[config.mk]
export PLATFORM = sky130hd
export DESIGN_NAME = hdmi_pixel_timing
export DESIGN_NICKNAME = d
export VERILOG_FILES = /design/src/rtl/hdmi_pixel_timing.sv
export SDC_FILE = /design/constraint.sdc
export NUM_CORES = 1
export LEC_CHECK = 0
export BUFFER_PORTS_ARGS = -buffer_cell sky130_fd_sc_hd__buf_4
export CORE_ASPECT_RATIO = 1.4
export CORE_MARGIN = 3
export CORE_UTILIZATION = 55
export DETAILED_ROUTE_END_ITERATION = 12
export GPL_TIMING_DRIVEN = 0
export PLACE_DENSITY = 0.86
export SLEW_MARGIN = 10
export SYNTH_ARGS = -nofsm -noshare
export SYNTH_HDL_FRONTEND = slang
export SYNTH_SLANG_ARGS = --single-unit
[constraint.sdc]
create_clock -name pixel_clk -period 4.45 [get_ports pixel_clk]
set_input_delay 1.1125 -clock pixel_clk [delete_from_list [all_inputs] [get_ports pixel_clk]]
set_output_delay 1.1125 -clock pixel_clk [all_outputs]
set_load 0.005 [all_outputs]
[src/rtl/hdmi_pixel_timing.sv]
// Raster timing generator for the text controller: free-running pixel/line counters, sync and
// data-enable aligned to the colour mapper latency, blanked RGB output stage and frame events.
module hdmi_pixel_timing #(
   parameter int H_ACT    = 640,
   parameter int H_FP     = 16,
   parameter int H_SYNC   = 96,
   parameter int H_BP     = 48,
   parameter int V_ACT    = 480,
   parameter int V_FP     = 10,
   parameter int V_SYNC   = 2,
   parameter int V_BP     = 33,
   parameter bit SYNC_POL = 1'b0,
   parameter int PIPE_LAT = 0
) (
   input  logic        pixel_clk,
   input  logic        reset,
   output logic [9:0]  drawX,
   output logic [9:0]  drawY,
   input  logic [3:0]  red,
   input  logic [3:0]  green,
   input  logic [3:0]  blue,
   output logic [11:0] rgb_o,
   output logic        hsync_o,
   output logic        vsync_o,
   output logic        vde_o,
   output logic        frame_start,
   output logic        vblank_start,
   output logic [15:0] frame_cnt
);

   localparam int H_TOT = H_ACT + H_FP + H_SYNC + H_BP;
   localparam int V_TOT = V_ACT + V_FP + V_SYNC + V_BP;

   // Window bounds are compared in 11 bits so an end bound of exactly 1024 still fits.
   localparam logic [10:0] H_ACT_C  = 11'(H_ACT);
   localparam logic [10:0] HS_BEG_C = 11'(H_ACT + H_FP);
   localparam logic [10:0] HS_END_C = 11'(H_ACT + H_FP + H_SYNC);
   localparam logic [10:0] V_ACT_C  = 11'(V_ACT);
   localparam logic [10:0] VS_BEG_C = 11'(V_ACT + V_FP);
   localparam logic [10:0] VS_END_C = 11'(V_ACT + V_FP + V_SYNC);
   localparam logic [9:0]  H_LAST_C = 10'(H_TOT - 1);
   localparam logic [9:0]  V_LAST_C = 10'(V_TOT - 1);
   localparam logic [9:0]  V_PRE_BLANK_C = 10'(V_ACT - 1);

   localparam logic            SYNC_IDLE = ~SYNC_POL;
   localparam logic [PIPE_LAT:0] SH_IDLE = {(PIPE_LAT + 1){SYNC_IDLE}};

   logic [9:0]          hc_r;
   logic [9:0]          vc_r;
   logic                hc_end_s;
   logic                vc_end_s;
   logic [10:0]         hc_x_s;
   logic [10:0]         vc_x_s;
   logic                vde_raw_s;
   logic                hs_raw_s;
   logic                vs_raw_s;
   logic [PIPE_LAT:0]   hs_sh_r;
   logic [PIPE_LAT:0]   vs_sh_r;
   logic [PIPE_LAT:0]   vde_sh_r;
   logic                vde_dly_s;
   logic [11:0]         rgb_r;
   logic                frame_start_r;
   logic                vblank_start_r;
   logic [15:0]         frame_cnt_r;

   // End-of-line and end-of-frame decode from the current counter state
   always_comb begin
      hc_end_s = (hc_r == H_LAST_C);
      vc_end_s = (vc_r == V_LAST_C);
      hc_x_s   = {1'b0, hc_r};
      vc_x_s   = {1'b0, vc_r};
   end

   // Free-running raster counters; the line counter advances on the last pixel of each line
   always_ff @(posedge pixel_clk or posedge reset) begin
      if (reset) begin
         hc_r <= 10'd0;
         vc_r <= 10'd0;
      end else begin
         if (hc_end_s) begin
            hc_r <= 10'd0;
            if (vc_end_s) begin
               vc_r <= 10'd0;
            end else begin
               vc_r <= vc_r + 10'd1;
            end
         end else begin
            hc_r <= hc_r + 10'd1;
         end
      end
   end

   // Undelayed sync and data-enable decode in the counter domain
   always_comb begin
      vde_raw_s = (hc_x_s < H_ACT_C) && (vc_x_s < V_ACT_C);
      if ((hc_x_s >= HS_BEG_C) && (hc_x_s < HS_END_C)) begin
         hs_raw_s = SYNC_POL;
      end else begin
         hs_raw_s = SYNC_IDLE;
      end
      if ((vc_x_s >= VS_BEG_C) && (vc_x_s < VS_END_C)) begin
         vs_raw_s = SYNC_POL;
      end else begin
         vs_raw_s = SYNC_IDLE;
      end
   end

   // Shift line of PIPE_LAT+1 stages so sync/DE leave together with the registered pixel
   always_ff @(posedge pixel_clk or posedge reset) begin
      if (reset) begin
         hs_sh_r  <= SH_IDLE;
         vs_sh_r  <= SH_IDLE;
         vde_sh_r <= '0;
      end else begin
         hs_sh_r[0]  <= hs_raw_s;
         vs_sh_r[0]  <= vs_raw_s;
         vde_sh_r[0] <= vde_raw_s;
         for (int i = 1; i <= PIPE_LAT; i++) begin
            hs_sh_r[i]  <= hs_sh_r[i-1];
            vs_sh_r[i]  <= vs_sh_r[i-1];
            vde_sh_r[i] <= vde_sh_r[i-1];
         end
      end
   end

   // The blanking decision uses DE delayed by exactly the mapper latency (no register for zero)
   generate
      if (PIPE_LAT == 0) begin : g_vde_nolat
         assign vde_dly_s = vde_raw_s;
      end else begin : g_vde_lat
         assign vde_dly_s = vde_sh_r[PIPE_LAT-1];
      end
   endgenerate

   // Pixel output register: mapper colour inside the active area, black elsewhere
   always_ff @(posedge pixel_clk or posedge reset) begin
      if (reset) begin
         rgb_r <= 12'h000;
      end else begin
         rgb_r <= vde_dly_s ? {red, green, blue} : 12'h000;
      end
   end

   // Frame and vblank events are registered on the edge that moves the counters into (0,0) / (0,V_ACT)
   always_ff @(posedge pixel_clk or posedge reset) begin
      if (reset) begin
         frame_start_r  <= 1'b0;
         vblank_start_r <= 1'b0;
         frame_cnt_r    <= 16'd0;
      end else begin
         frame_start_r  <= hc_end_s && vc_end_s;
         vblank_start_r <= hc_end_s && (vc_r == V_PRE_BLANK_C);
         if (hc_end_s && vc_end_s) begin
            frame_cnt_r <= frame_cnt_r + 16'd1;
         end
      end
   end

   assign drawX        = hc_r;
   assign drawY        = vc_r;
   assign rgb_o        = rgb_r;
   assign hsync_o      = hs_sh_r[PIPE_LAT];
   assign vsync_o      = vs_sh_r[PIPE_LAT];
   assign vde_o        = vde_sh_r[PIPE_LAT];
   assign frame_start  = frame_start_r;
   assign vblank_start = vblank_start_r;
   assign frame_cnt    = frame_cnt_r;

endmodule

==> results of run 1 <==
==> cells in the final DEF, fill, tap and decap left out, types with 7 or more instances in the layout <==
cell,instances
nor3_1,9
xor2_1,19
nor3_2,7
nand3_1,12
and2_1,14
nand4_1,8
inv_1,9
xnor2_1,7
nor2_1,11
nand2_1,11
dfrtp_1,51
buf_4,66
==> synth_stat cells, drive strengths merged <==
cell type / n / share of area
nor2: 11 / 0.017
a21bo: 1 / 0.0042
a22o: 1 / 0.0037
nand3: 12 / 0.025
and2: 14 / 0.037
o211ai: 1 / 0.0031
clkbuf: 3 / 0.0047
nor4: 4 / 0.016
xor2: 19 / 0.070
nand4: 8 / 0.021
a21oi: 2 / 0.0042
nand2: 11 / 0.017
o22ai: 1 / 0.0026
or4: 2 / 0.0078
ha: 5 / 0.026
and3: 4 / 0.010
nand3b: 1 / 0.0031
and4: 3 / 0.011
dfstp: 2 / 0.022
inv: 10 / 0.016
a32o: 1 / 0.0042
nor2b: 1 / 0.0026
buf: 2 / 0.011
xnor2: 7 / 0.026
mux2i: 1 / 0.0042
or3: 2 / 0.0052
nand2b: 1 / 0.0026
nor4bb: 1 / 0.0042
nor3b: 1 / 0.0031
nor3: 17 / 0.055
or4b: 2 / 0.0099
o21ai: 4 / 0.0084
mux2: 2 / 0.0094
dfrtp: 51 / 0.53
==> worst paths after layout <==
check	cells past startpoint	startpoint	end
setup / recovery	7	drawY[0]	frame_cnt[1]
hold / removal	1	frame_cnt[15]	frame_cnt[15]
setup reg to reg	7	drawY[0]	frame_cnt[1]
hold reg to reg	1	frame_cnt[15]	frame_cnt[15]
max in group asynchronous	3	reset	vsync_o
min in group asynchronous	2	reset	rgb_o[8]
==> cell families (layout without fill, tap and decap cells) <==
| logic type | after synthesis | count (layout) | share of synthesized area |
|---|---|---|---|
| XOR/XNOR | 26 | 26 | 0.09519 |
| adder cells (fa/ha/maj) | 5 | 5 | 0.02615 |
| multiplexers | 3 | 3 | 0.01360 |
| flip-flops | 53 | 53 | 0.5554 |
| buffers and inverters | 15 | 90 | 0.03138 |
| AO/OA/AOI/OAI | 11 | 11 | 0.03034 |
| AND/OR/NAND/NOR | 95 | 95 | 0.2479 |
==> flip-flops by register name, indices dropped and copies added, names as in the netlist <==
name          flops
frame_cnt        16
rgb_o            12
drawX            10
drawY            10
frame_start       1
hsync_o           1
vblank_start      1
vde_o             1
vsync_o           1
==> worst max-delay path, cell delays in order (launching register included) <==
cell and delay, ps:
dfrtp_1 430, inv_1 150, ha_1 150, nor4bb_1 570, and2_1 280, and3_1 160, clkbuf_1 200, mux2_2 360
==> layout make-up <==
type	count	area (sq um)	area share
plain buffers	5	37.54	0.01221
clock buffers	6	72.57	0.02362
clock inverters	2	38.79	0.01262
inverters	10	37.54	0.01221
multi-input cells	140	988.4	0.3217
flip-flops and latches	53	1329	0.4324
well taps	43	53.80	0.01751
repair buffers	67	515.5	0.1678
==> metrics by stage <==
stage | hold WS (ps) | utilization
floorplan | 464.7 | -
global placement | 458.1 | 0.7256
detailed placement | 474.5 | 0.7306
CTS | 488.1 | 0.7580
global route | 516.7 | 0.7580
finish | 488.6 | 0.7580
==> routing by layer <==
layer	up-vias	part of all wire	global-route usage	wire, microns
li1	859	-	-	-
met1	888	0.39	0.2480	1962
met2	53	0.54	0.3556	2706
met3	13	0.045	0.04180	228
met4	0	0.028	0.09266	142
met5	-	0	0	0
==> report_power, final <==
part           switching (W)  leakage (nW)   total, W  internal (W)
sequential        0.00000161         0.686   0.000488      0.000487
clock               0.000156        0.0554   0.000325      0.000169
combinational      0.0000146         0.774  0.0000325     0.0000180
==> run metrics, run 1 <==
area delta synth->final=28.45%; crit path max fanout=5; Std-Cell Rows=27; Post-DP HPWL=approximately 3800 microns; Ports=67; Finished Cell Area=between 3000 and 4000 sq um; WL/cell=15.46 microns; Area after DPL=roughly 3000 sq um; Worst-path clk slew=100 ps; NumNets Final=301; syn avg cell area=11.50 sq um; clock latency on the worst-skew pair=310 ps; GRT Total Usage=0.2111; CP endpoint kind=flop; antenna-violating nets left=0; Fin Clk Skew=10.24 ps; Die Wd=61.74 microns; max_cap viols=0; placed insts=318; first-pass GRT wire length=8307 microns; crit share post-route=0.5448; Initial Util=0.5901; Power Density=275.4 nW/um^2; Worst R2R Setup Slack=2030 ps; Final Hold Vio Count=0; clock sinks=53; Slew HR=0.5183; Core ar.=roughly 4000 sq um; RSZ-0062 raised after global routing=no; fin cells=roughly 330; #FFs+latches synth=53; WL final=5041 microns; post-cts resize count=0; Setup TNS=0 ps; Fillers=313; status=finished, final reports clean; PnR worst setup slack=2026 ps; Leak=about 1.5 nW; TritonCTS clock tree=built; CTS Hold Buffers Added=0; Root Driver=clkbuf_8; yosys warns=0; # Post-CTS Setup Buffers=0; RD Place Congestion=0.8093; Die Span Y=84.04 microns; H-tree lvl count=2; worst hold-check path type=reg -> reg; Starting DRT DRC Count=65; Required @ worst endpoint=4650 ps; Finish-stage setup viols=0; drt first pass iters=4; Post-Syn Area=2392 sq um; largest net degree at the start of global routing=34; layout cells sized above 1=0.3357; Tot Pwr=0.0008462 W; Die Area=a little over 5000 sq um; Mapped Cells=208; DRC viols=0; initial antenna violation count=0; vias per inst=approximately 5.6; sequential share of the synthesized area=0.5554; Slew @ Worst Pin=712.9 ps; critical path arrival=approximately 2600 ps; I/O Buffers=66; Min Clock Period, post-route=2424 ps; Crit Path Class=reg -> reg; synth unique cells=40; vias in the first global route=about 1.8k; CTS max path bufs=2; Synthesized Nets=227; grt total ovfl=0; worst vdd ir=about 0.00024 V; pre-CTS setup slack=around 2100 ps; final antenna diode count=0; routed via count=1813; Inserted Clock Buffers=5; Slew Limit Fails=0; crit start category=flop; Max Freq=0.4125 GHz
(Power assumes the default switching activity.)
==> run 2, diff against run 1 <==
--- a/config.mk
+++ b/config.mk
@@ -8,10 +8,10 @@
 export BUFFER_PORTS_ARGS = -buffer_cell sky130_fd_sc_hd__buf_4
 export CORE_ASPECT_RATIO = 1.4
 export CORE_MARGIN = 3
-export CORE_UTILIZATION = 55
+export CORE_UTILIZATION = 51
 export DETAILED_ROUTE_END_ITERATION = 12
 export GPL_TIMING_DRIVEN = 0
-export PLACE_DENSITY = 0.86
+export PLACE_DENSITY = 0.8
 export SLEW_MARGIN = 10
 export SYNTH_ARGS = -nofsm -noshare
 export SYNTH_HDL_FRONTEND = slang
==> constraint.sdc (replaced) <==
create_clock -name pixel_clk -period 2.5 [get_ports pixel_clk]
set_input_delay 0.625 -clock pixel_clk [delete_from_list [all_inputs] [get_ports pixel_clk]]
set_output_delay 0.625 -clock pixel_clk [all_outputs]
set_load 0.005 [all_outputs]
==> run 2 against run 1 <==
  * Combinational power grew 77%
  * Register-to-register slack lost 1800 ps
  * Clock skew shrank 4.4 ps
  * Hold slack lost 170 ps
  * Critical endpoint is now frame_cnt[4]
==> run metrics, run 2 (same netlist as run 1, synthesis figures left out) <==
DRC viols=0; clock sinks=53; Worst R2R Setup Slack=190 ps; most frequent cells in the layout=buf_4 (66), dfrtp_1 (51), xor2_1 (19); # Post-CTS Setup Buffers=0; worst vdd ir=around 0.00026 V; Crit Path Class=reg -> reg; crit path max fanout=10; Finish-stage setup viols=0; CTS Hold Buffers Added=0; Inserted Clock Buffers=5; RSZ-0062 raised after global routing=no; Ports=67; grt total ovfl=0; initial antenna violation count=0; Max Freq=about 0.43 GHz; Power Density=between 400 and 500 nW/um^2; Final Hold Vio Count=0; clock latency on the worst-skew pair=300 ps; Core ar.=4379 sq um; Post-DP HPWL=approximately 3800 microns; Starting DRT DRC Count=72; vias per inst=5.210; Initial Util=0.5463; Die Wd=~64 microns; TritonCTS clock tree=built; CP Cell Sequence=or4b_4, or4_4, buf_6, buf_8, nor3_2, xor2_1; final antenna diode count=0; crit share post-route=0.9240; Critical Path Source=drawX[5]; CTS max path bufs=2; crit start category=flop; Setup TNS=0 ps; NumNets Final=301; worst setup path end=frame_cnt[4]; Worst-path clk slew=around 90 ps; status=finished, final reports clean; Die Span Y=87.04 microns; Required @ worst endpoint=2730 ps; area delta synth->final=29.65%; max reg flops=16; CP endpoint kind=flop; WL final=5058 microns; Leak=1.521 nW; fin cells=343; Min Clock Period, post-route=2310 ps; Finished Cell Area=3102 sq um; first-pass GRT wire length=8349 microns; routed via count=1787; slowest stage delay, CP=about 600 ps; worst hold-check path type=in -> async; max_cap viols=0; Std-Cell Rows=28; Fin Clk Skew=5.828 ps; antenna-violating nets left=0; I/O Buffers=66; layout cells sized above 1=0.3428; Die Area=5560 sq um; R2R Path Start=drawX[5]; Slew HR=0.6494; drt first pass iters=4; Fillers=roughly 350; commonest non-fill, non-tap cell in the layout=buf_4; largest net degree at the start of global routing=36; Critical-path top delay cell=or4b_4; WL/cell=14.75 microns; RD Place Congestion=0.8000; Tot Pwr=between 0.0015 and 0.002 W; placed insts=335; Slew Limit Fails=0; Slew @ Worst Pin=~520 ps; vias in the first global route=1884; R2R depth=6; Root Driver=clkbuf_8; GRT Total Usage=0.1906; critical path arrival=between 2000 and 3000 ps; Reg2Reg Capture Point=frame_cnt[4]; H-tree lvl count=2; Area after DPL=2983 sq um; utilization after layout=0.7083
-- run 2: routing by layer --
layer	global-route usage	share of wire
met1	0.2154	0.39
met2	0.3471	0.53
met3	0.03618	0.048
met4	0.08055	0.024
met5	0	0
-- run 2: layout make-up --
class / instances / area (sq um) / area share
clock buffer: 6 / 72.57 / 0.02340
multi-input combinational: 140 / 994.7 / 0.3207
inverter: 10 / 37.54 / 0.01210
buffer: 5 / 38.79 / 0.01251
sequential: 53 / 1329 / 0.4284
clock inverter: 2 / 38.79 / 0.01251
tap: 60 / 75.07 / 0.02420
timing repair buffer: 67 / 515.5 / 0.1662
-- run 2: through the flow --
step | worst slack (ps) | hold WS, ps
after floorplan | 309.8 | 464.7
after global placement | -58.85 | 458.5
after detailed placement | 139.0 | 476.5
after CTS | 121.1 | 325.3
after global routing | 95.01 | 331.1
final | 189.9 | 318.0
-- run 2: what timing repair did --
item	CTS	global route
endpoints found under the setup margin	0	3
hold endpoints to repair	0	0
gates resized for setup	0	3
-- run 2: critical path: cells and delay by family (launching register included) --
family	cells	cell delay (ps)
and+or+nand+nor	3	1320
DFF	1	460
xor gates and xnor gates	1	150
buffers and inverters	2	310
-- run 2: report_power, final --
group | switching, W | internal [W]
clock network | 0.000274 | 0.000301
logic | 0.0000255 | 0.0000320
registers | 0.00000269 | 0.000866
-- run 2: how the worst min path moves through the flow --
stage	slack (ps)	endpoint	startpoint
after global routing	330	drawY[4]	reset
after CTS	330	drawX[7]	reset
after global placement	460	frame_cnt[15]	frame_cnt[15]
after detailed placement	480	frame_cnt[15]	frame_cnt[15]
after floorplan	460	frame_cnt[15]	frame_cnt[15]
final	320	drawX[7]	reset
